**src/rtl/clock_pkg.sv**
```systemverilog
// Shared encodings and field limits for the clock mode controller.
// Latency: n/a (types, constants and pure helper functions only).
// Backpressure: n/a.
package clock_pkg;

    typedef enum logic [1:0] {
        ST_RUN   = 2'd0,
        ST_SET_H = 2'd1,
        ST_SET_M = 2'd2,
        ST_SET_S = 2'd3
    } state_t;

    localparam logic [5:0] HOURS_MAX   = 6'd23;
    localparam logic [5:0] MINUTES_MAX = 6'd59;
    localparam logic [5:0] SECONDS_MAX = 6'd59;

    // Increment a time field, wrapping to zero past its maximum.
    function automatic logic [5:0] inc_wrap(input logic [5:0] val, input logic [5:0] max);
        return (val >= max) ? 6'd0 : val + 6'd1;
    endfunction

    // Mode button cycles RUN -> SET_H -> SET_M -> SET_S -> RUN.
    function automatic state_t next_mode(input state_t s);
        case (s)
            ST_RUN:   return ST_SET_H;
            ST_SET_H: return ST_SET_M;
            ST_SET_M: return ST_SET_S;
            default:  return ST_RUN;
        endcase
    endfunction

    // Field-select LEDs {hours, minutes, seconds}; dark in RUN.
    function automatic logic [2:0] led_sel(input state_t s);
        case (s)
            ST_SET_H: return 3'b100;
            ST_SET_M: return 3'b010;
            ST_SET_S: return 3'b001;
            default:  return 3'b000;
        endcase
    endfunction

endpackage

```
**src/rtl/btn_repeat.sv**
```systemverilog
// Rising-edge detector with hold-to-repeat for a debounced button.
// Latency: inc_o is combinational from btn_i against registered history (same-cycle pulse).
// Backpressure: none; pulses are single-cycle and never queued.
module btn_repeat #(
    parameter logic [23:0] REPEAT_DELAY  = 24'd5_000_000,
    parameter logic [23:0] REPEAT_PERIOD = 24'd2_500_000
) (
    input  logic clk,
    input  logic rst,
    input  logic btn_i,
    output logic inc_o
);

    logic        btn_q;
    logic [23:0] hold_cnt_q;
    logic        repeating_q;
    logic [23:0] hold_cnt_d;
    logic [23:0] target;
    logic        rise;
    logic        fire;

    // Until the first repeat we wait the long delay, afterwards the short period.
    assign target = repeating_q ? REPEAT_PERIOD : REPEAT_DELAY;
    assign rise   = btn_i & ~btn_q;
    assign fire   = btn_i & btn_q & (hold_cnt_q == target);
    assign inc_o  = rise | fire;

    // hold_cnt_q equals the number of cycles since the press (or last repeat).
    always_comb begin
        hold_cnt_d = hold_cnt_q + 24'd1;
        if (!btn_i) begin
            hold_cnt_d = 24'd0;
        end else if (rise || fire) begin
            hold_cnt_d = 24'd1;
        end
    end

    // Button history, hold counter and repeat phase; release returns to idle.
    always_ff @(posedge clk) begin
        if (rst) begin
            btn_q       <= 1'b0;
            hold_cnt_q  <= 24'd0;
            repeating_q <= 1'b0;
        end else begin
            btn_q      <= btn_i;
            hold_cnt_q <= hold_cnt_d;
            if (!btn_i || rise) begin
                repeating_q <= 1'b0;
            end else if (fire) begin
                repeating_q <= 1'b1;
            end
        end
    end

endmodule

```
**src/rtl/clock_mode_ctrl.sv**
```systemverilog
// Time-of-day counter with a 4-state edit FSM, auto-repeat increment and edit timeout.
// Latency: every output is registered and reflects a tick/increment/mode edge one clk later.
// Backpressure: none; inputs are level/pulse signals sampled every clk.
module clock_mode_ctrl
    import clock_pkg::*;
#(
    parameter logic [23:0] REPEAT_DELAY  = 24'd5_000_000,
    parameter logic [23:0] REPEAT_PERIOD = 24'd2_500_000,
    parameter logic [3:0]  TIMEOUT_TICKS = 4'd10
) (
    input  logic       clk,
    input  logic       rst,
    input  logic       tick_1hz,
    input  logic       btn_mode,
    input  logic       btn_inc,
    output logic [4:0] hours,
    output logic [5:0] minutes,
    output logic [5:0] seconds,
    output logic       led_hours,
    output logic       led_minutes,
    output logic       led_seconds,
    output logic       blink
);

    state_t     state_q;
    logic [4:0] hours_q;
    logic [5:0] minutes_q;
    logic [5:0] seconds_q;
    logic [2:0] led_q;
    logic       blink_q;
    logic [3:0] timeout_q;
    logic       mode_prev_q;

    state_t     next_state_d;
    logic [4:0] hours_inc_d;
    logic [5:0] minutes_inc_d;
    logic [5:0] seconds_inc_d;
    logic [3:0] timeout_inc_d;
    logic       mode_edge;
    logic       inc_pulse;

    btn_repeat #(
        .REPEAT_DELAY  (REPEAT_DELAY),
        .REPEAT_PERIOD (REPEAT_PERIOD)
    ) u_btn_repeat (
        .clk   (clk),
        .rst   (rst),
        .btn_i (btn_inc),
        .inc_o (inc_pulse)
    );

    assign mode_edge = btn_mode & ~mode_prev_q;

    // Wrapped successor of every field plus the next mode, shared by run and edit paths.
    always_comb begin
        next_state_d  = next_mode(state_q);
        hours_inc_d   = 5'(inc_wrap({1'b0, hours_q}, HOURS_MAX));
        minutes_inc_d = inc_wrap(minutes_q, MINUTES_MAX);
        seconds_inc_d = inc_wrap(seconds_q, SECONDS_MAX);
        timeout_inc_d = timeout_q + 4'd1;
    end

    // Mode FSM, time registers, blink phase and edit timeout in one registered block.
    always_ff @(posedge clk) begin
        if (rst) begin
            state_q     <= ST_RUN;
            hours_q     <= 5'd0;
            minutes_q   <= 6'd0;
            seconds_q   <= 6'd0;
            led_q       <= 3'b000;
            blink_q     <= 1'b0;
            timeout_q   <= 4'd0;
            mode_prev_q <= 1'b0;
        end else begin
            mode_prev_q <= btn_mode;

            // Time only runs in RUN; the edit states freeze it.
            if (state_q == ST_RUN && tick_1hz) begin
                if (seconds_q >= SECONDS_MAX) begin
                    seconds_q <= 6'd0;
                    if (minutes_q >= MINUTES_MAX) begin
                        minutes_q <= 6'd0;
                        hours_q   <= hours_inc_d;
                    end else begin
                        minutes_q <= minutes_inc_d;
                    end
                end else begin
                    seconds_q <= seconds_inc_d;
                end
            end

            if (mode_edge) begin
                // Mode edge beats a coincident increment, which is simply dropped.
                state_q   <= next_state_d;
                led_q     <= led_sel(next_state_d);
                blink_q   <= (next_state_d != ST_RUN);
                timeout_q <= 4'd0;
            end else if (state_q != ST_RUN) begin
                if (tick_1hz) begin
                    blink_q <= ~blink_q;
                end
                if (inc_pulse) begin
                    // Edits wrap the selected field alone, no carry.
                    timeout_q <= 4'd0;
                    case (state_q)
                        ST_SET_H: hours_q   <= hours_inc_d;
                        ST_SET_M: minutes_q <= minutes_inc_d;
                        ST_SET_S: seconds_q <= seconds_inc_d;
                        default:  ;
                    endcase
                end else if (tick_1hz) begin
                    if (timeout_inc_d == TIMEOUT_TICKS) begin
                        state_q   <= ST_RUN;
                        led_q     <= 3'b000;
                        blink_q   <= 1'b0;
                        timeout_q <= 4'd0;
                    end else begin
                        timeout_q <= timeout_inc_d;
                    end
                end
            end
        end
    end

    assign hours       = hours_q;
    assign minutes     = minutes_q;
    assign seconds     = seconds_q;
    assign led_hours   = led_q[2];
    assign led_minutes = led_q[1];
    assign led_seconds = led_q[0];
    assign blink       = blink_q;

endmodule
```
**config.mk**
```make
export PLATFORM = sky130hd
export DESIGN_NAME = clock_mode_ctrl
export DESIGN_NICKNAME = d
export VERILOG_FILES = /design/src/rtl/clock_pkg.sv /design/src/rtl/btn_repeat.sv /design/src/rtl/clock_mode_ctrl.sv
export SDC_FILE = /design/constraint.sdc
export NUM_CORES = 1
export LEC_CHECK = 0
export ABC_AREA = 1
export CAP_MARGIN = 10
export CORE_UTILIZATION = 30
export DETAILED_ROUTE_END_ITERATION = 7
export SYNTH_ARGS = -nofsm -noshare
export SYNTH_HDL_FRONTEND = slang
export SYNTH_HIERARCHICAL = 1
export SYNTH_SLANG_ARGS = --single-unit
```
**constraint.sdc**
```tcl
create_clock -name clk -period 2.04 [get_ports clk]
set_clock_uncertainty 0.1 [all_clocks]
set_input_delay 0.306 -clock clk [delete_from_list [all_inputs] [get_ports clk]]
set_output_delay 0.306 -clock clk [all_outputs]
set_load 0.02 [all_outputs]
```
Word level (Yosys, flattened, before mapping)
Index checks and enable logic that the tools add are counted.
W data, S select, Z words.
{"block": "word_totals", "regBits": 54, "output_inout_bits": 21, "wordCells": 101}
{"block": "classes", "n_addsub": 5, "magnitude_cmp": 3, "n_eq_ne": 9, "n_mux": 46, "n_bitwise": 9, "reduce_logical": 17}
{"operator": "$mux W6", "count": 15}
{"operator": "$mux W5", "count": 8}
{"operator": "$add A24 B1 Y24 const B", "count": 1}
{"operator": "$eq A24 B24 Y1", "count": 1}
{"operator": "$mux W23", "count": 1}
{"operator": "$mux W3", "count": 5}
{"operator": "$add A6 B1 Y6 const B", "count": 2}
{"operator": "$ge A6 B6 Y1 const B", "count": 2}
{"operator": "$mux W4", "count": 3}
{"operator": "$reduce_bool A2 Y1", "count": 6}
{"operator": "$mux W2", "count": 5}
{"operator": "$pmux W3 S3", "count": 1}
{"operator": "$eq A2 B2 Y1 const B", "count": 4}
{"operator": "$mux W1", "count": 7}
{"operator": "$pmux W2 S3", "count": 1}
{"operator": "$reduce_or A2 Y1", "count": 3}
{"operator": "$add A5 B1 Y5 const B", "count": 1}
{"operator": "$ge A5 B5 Y1 const B", "count": 1}
{"operator": "$add A4 B1 Y4 const B", "count": 1}
{"operator": "$and A1 B1 Y1", "count": 4}
{"operator": "$eq A2 B1 Y1 const B", "count": 2}
{"operator": "$eq A4 B4 Y1 const B", "count": 1}
{"operator": "$not A1 Y1", "count": 4}
{"operator": "$reduce_and A4 Y1", "count": 1}
{"operator": "8 further kinds", "count": 9}

Logic depth before layout (Yosys ltp)
{"block": "logic_depth", "ltp_word": 9, "depth_mapped": 16, "depth_no_buf": 16}

Cells and area by module
The synthesis kept the hierarchy.
{"mod": "clock_mode_ctrl", "n_inst": 1, "cells_each": 208, "area_each_um2": 1542.7}
{"mod": "btn_repeat", "n_inst": 1, "cells_each": 221, "area_each_um2": 1501.4}

Worst setup path before layout
OpenSTA, ideal clock, no wires.
{"block": "synth_path", "path_type": "reg-to-reg", "start": "reg u_btn_repeat.hold_cnt_q[0]", "end": "reg minutes_q[4] (netlist: minutes[4])", "setup_time_ns": 0.113, "arrival_time_ns": 1.634, "t_required_ns": 1.827, "path_slack_ns": 0.193, "stages_incl_launch_ff": 16, "period_less_slack_ns": 1.847, "cell_sequence": "dfxtp_1 -> inv_1 -> ha_1 -> nand3_1 -> nor2_1 -> nand2_1 -> nor2_1 -> nand2_2 -> nand2_1 -> nand4_1 -> nand2_4 -> nand2_1 -> nand2_2 -> inv_1 -> nand2_1 -> nor2_1"}
{"block": "synth_via", "elab_chain_cells": 6}
{"item": "from (decl)", "line": "btn_repeat.sv:15", "text": "logic [23:0] hold_cnt_q;"}
{"item": "from (signal assigned)", "line": "btn_repeat.sv:46", "text": "hold_cnt_q <= hold_cnt_d;"}
{"item": "$eq A24 B24 Y1", "line": "btn_repeat.sv:25", "text": "assign fire = btn_i & btn_q & (hold_cnt_q == target);"}
{"item": "$and A1 B1 Y1", "line": "btn_repeat.sv:25"}
{"item": "$or A1 B1 Y1", "line": "btn_repeat.sv:26", "text": "assign inc_o = rise | fire;"}
{"item": "named net inc_pulse", "line": "clock_mode_ctrl.sv:40", "text": "logic inc_pulse;"}
{"item": "$mux W6", "line": "clock_mode_ctrl.sv:102", "text": "if (inc_pulse) begin"}
{"item": "$mux W6", "line": "clock_mode_ctrl.sv:98", "text": "end else if (state_q != ST_RUN) begin"}
{"item": "$mux W6", "line": "clock_mode_ctrl.sv:92", "text": "if (mode_edge) begin"}
{"item": "to (signal assigned)", "line": "clock_mode_ctrl.sv:85", "text": "minutes_q <= minutes_inc_d;"}
{"item": "to (signal assigned)", "line": "clock_mode_ctrl.sv:107", "text": "ST_SET_M: minutes_q <= minutes_inc_d;"}
{"item": "to (decl)", "line": "clock_mode_ctrl.sv:27", "text": "logic [5:0] minutes_q;"}
The timed path passes the listed nets, and every way through them passes these cells.
A chain may end at the register's enable or synchronous reset.

Worst setup path in the final report
{"block": "layout_path", "start": "reg u_btn_repeat.hold_cnt_q[8]", "end": "reg hours_q[4] (netlist: hours[4])"}
{"block": "layout_via", "elab_chain_cells": 6}
{"item": "$eq A24 B24 Y1", "line": "btn_repeat.sv:25"}
{"item": "$and A1 B1 Y1", "line": "btn_repeat.sv:25"}
{"item": "$or A1 B1 Y1", "line": "btn_repeat.sv:26"}
{"item": "named net inc_pulse", "line": "clock_mode_ctrl.sv:40"}
{"item": "$mux W5", "line": "clock_mode_ctrl.sv:102"}
{"item": "$mux W5", "line": "clock_mode_ctrl.sv:98"}
{"item": "$mux W5", "line": "clock_mode_ctrl.sv:92"}
{"item": "to (signal assigned)", "line": "clock_mode_ctrl.sv:83", "text": "hours_q <= hours_inc_d;"}
{"item": "to (signal assigned)", "line": "clock_mode_ctrl.sv:106", "text": "ST_SET_H: hours_q <= hours_inc_d;"}
{"item": "to (decl)", "line": "clock_mode_ctrl.sv:26", "text": "logic [4:0] hours_q;"}
The timed path passes the listed nets, and every way through them passes these cells.

==> qor.csv <==
stage,metric,value,unit
drt,routed len/inst,10.3,um
timing,final setup fails,0,
global_routing,gr ovfl total,0,
timing,RSZ-0062 raised after global routing,false,
timing,final worst slack,0.184,ns
timing,Pins Over Slew Limit,0,
floorplan,Initial Utilization,0.310,
worst_setup_path,Worst Setup Start Kind,register,
cells_and_area,"commonest cells after routing, fill and taps aside","nand2_1, nor2_1, inv_1, dfxtp_1",
drt,"antenna viol nets, final",0,
worst_setup_path,Slowest Stage Delay on Critical Path,0.34,ns
drt,# DRC,0,
clock_network,CTS tree,built,
drt,initial detailed-routing violation count,57,
worst_setup_path,CP max-delay cell,dfxtp_1,
cells_and_area,Antenna diodes,0,
global_routing,first-pass GRT wire length,11200,um
floorplan,die area,0.0106,mm2
cells_and_area,Reg area,0.00108,mm2
clock_network,CTS sink cnt,54,
logic_synthesis,Synth Cell Area,0.00304,mm2
placed_design,routability cong.,0.817,
timing,worst slew pin tran,0.271,ns
global_routing,total track usage,0.133,
worst_setup_path,WP data arrival,1.97,ns
cells_and_area,nets@finish,503,
logic_synthesis,synth unique cells,29,
logic_synthesis,post-synthesis sequential area ratio,0.355,
drt,routed wire length,6380,um
floorplan,core area,0.00982,mm2
global_routing,antenna violations before repair,0,
clock_network,clock root buffer,clkbuf_8,
pwr,VDD IR max,0.308,mV
flow_run,Max Cap Viol,0,
logic_synthesis,Synth Instances,429,
outcome,status,completed,
clock_network,H-Tree Depth,2,
pwr,leakage,0.00156,uW
cells_and_area,"commonest non-fill, non-tap cell in the layout",nand2_1,
logic_synthesis,register bit total from synthesis,54,
cells_and_area,ratio of cells with drive above 1 in the final layout,0.165,
worst_setup_path,Worst Path Buf+Inv,1,
timing,fmax,0.539,GHz
drt,vias,2698,
timing,minimum clock period,1.86,ns
worst_setup_path,CP top delay family,simple AND/OR/NAND/NOR gates,
worst_setup_path,"Cell Chain, Critical Path",inv_1 -> nor2_2 -> nand2_1 -> nor2_1 -> nand2_1 -> nor2_1 -> nand2_2 -> nand2_4 -> nand4_1 -> nand2_4 -> nand2_1 -> nand2_2 -> nor2_1,
worst_setup_path,Crit. End Element,register,
timing,Tcrit/Tclk final,0.910,
global_routing,largest net degree at the start of global routing,24,
clock_network,Worst-Skew Late Latency,0.31,ns
placed_design,Setup WS pre-CTS,-0.268,ns
global_routing,vias in the first global route,2591,
logic_synthesis,syn avg cell area,7.10,um2
placed_design,HPWL Detailed,4910,um
cells_and_area,Layout area overhead,23.1,%
placed_design,PortBufs,25,
cells_and_area,fill count,1089,
clock_network,clk slew on worst S/H paths,0.10,ns
worst_setup_path,Worst Path Required,2.16,ns
drt,drt first pass iters,4,
floorplan,die extent in x,103,um
worst_hold_path,Hold/Removal Path Class,reg -> reg,
floorplan,# rows,36,
cells_and_area,Multi-input gate area,0.00173,mm2
floorplan,Die H,103,um
timing,Worst slew margin,0.818,
clock_network,clock buffer depth,2,
cells_and_area,fin util,0.381,
logic_synthesis,Synth Warn #,6,
worst_setup_path,"Worst Path Class, Setup",reg -> reg,
worst_setup_path,worst-path fanout max,6,
drt,Avg Vias per Cell,4.37,
pwr,PwrDens,541,mW/mm2
timing,final number of hold-violating endpoints,0,
floorplan,num ports,26,
clock_network,CTS buffer count,5,
logic_synthesis,Syn Nets,449,
==> per-layer routing <==
layer,up-vias,share of wire,global-route usage
met5,-,0,0
met4,0,0.0091,0.0433
met3,6,0.032,0.0339
met2,32,0.49,0.227
met1,1210,0.47,0.164
li1,1450,-,-
==> metrics by stage <==
stage	instance area (um2)	cells	power (uW)	TNS, ns	hold slack [ns]
global route	3750	617	2130	0	0.409
CTS	3710	615	2060	0	0.384
global placement	3600	607	1320	-3.54	0.359
detailed placement	3600	607	1320	-4.55	0.364
finish	3750	617	2030	0	0.380
floorplan	3040	429	1240	0	0.275
==> area by class of cell <==
class                      instances  share of cell area
clock inverter                     2              0.0100
timing repair buffer              50               0.117
clock buffer                       6              0.0194
sequential                        54               0.289
inverter                          59              0.0591
multi-input combinational        313               0.461
tap                              133              0.0444
==> timing repair <==
item,in CTS,in global routing
setup endpoints to repair,0,25
buffers inserted,0,1
resized for setup,0,8
hold buffers,0,0
==> registers in the layout (all words and copies together), names as in the netlist, named ones only <==
register                  flops
led_q                         3
minutes                       6
u_btn_repeat/repeating_q      1
u_btn_repeat/btn_q            1
state_q                       2
mode_prev_q                   1
hours                         5
u_btn_repeat/hold_cnt_q      24
seconds                       6
timeout_q                     4
==> Yosys cell counts <==
library cell | instances | area, um2
nand2_1 | 94 | 353
nor2_1 | 66 | 248
inv_1 | 58 | 218
dfxtp_1 | 54 | 1080
a21oi_1 | 25 | 125
nand3_1 | 23 | 115
ha_1 | 15 | 188
xor2_1 | 13 | 114
nand2_2 | 12 | 75.1
nand4_1 | 11 | 68.8
nor2_2 | 10 | 62.6
o21ai_0 | 7 | 35.0
nor3_1 | 6 | 30.0
nand3_2 | 5 | 50.1
nand2_4 | 4 | 45.0
buf_6 | 3 | 33.8
nand3b_1 | 3 | 22.5
or2_2 | 3 | 18.8
xnor2_1 | 3 | 26.3
and3_1 | 2 | 12.5
nor2_4 | 2 | 22.5
o21ai_1 | 2 | 10.0
o21bai_2 | 2 | 22.5
buf_2 | 1 | 5.00
inv_2 | 1 | 3.75
nand4_4 | 1 | 21.3
nor2_8 | 1 | 20.0
nor3_2 | 1 | 10.0
o21bai_1 | 1 | 7.51
==> kinds of logic after synthesis <==
group | share of synthesized area
simple gates | 0.386
buf+inv | 0.0855
flops | 0.355
compound gates | 0.0658
xor+xnor | 0.0460
fa+ha+maj | 0.0617
==> worst reg2reg max path: stages, from the launching register on <==
cell     delay [ns]
dfxtp_1        0.34
inv_1          0.07
nor2_2         0.10
nand2_1        0.05
nor2_1         0.10
nand2_1        0.06
nor2_1         0.12
nand2_2        0.08
nand2_4        0.10
nand4_1        0.24
nand2_4        0.16
nand2_1        0.07
nand2_2        0.09
nor2_1         0.06
==> worst paths after layout <==
| path | startpoint | to | slack, ns | cells past startpoint |
|---|---|---|---|---|
| max | u_btn_repeat/hold_cnt_q[8] | hours[4] | 0.18 | 13 |
| min | minutes[5] | minutes[5] | 0.38 | 2 |
| max reg2reg | u_btn_repeat/hold_cnt_q[8] | hours[4] | 0.18 | 13 |
| min reg2reg | minutes[5] | minutes[5] | 0.38 | 2 |
==> power breakdown <==
group | internal, uW | switching (uW)
registers | 1070 | 17.6
clock network | 367 | 361
logic | 88.5 | 118
total | 1530 | 496
No activity file was read; power rests on OpenSTA's default activity.
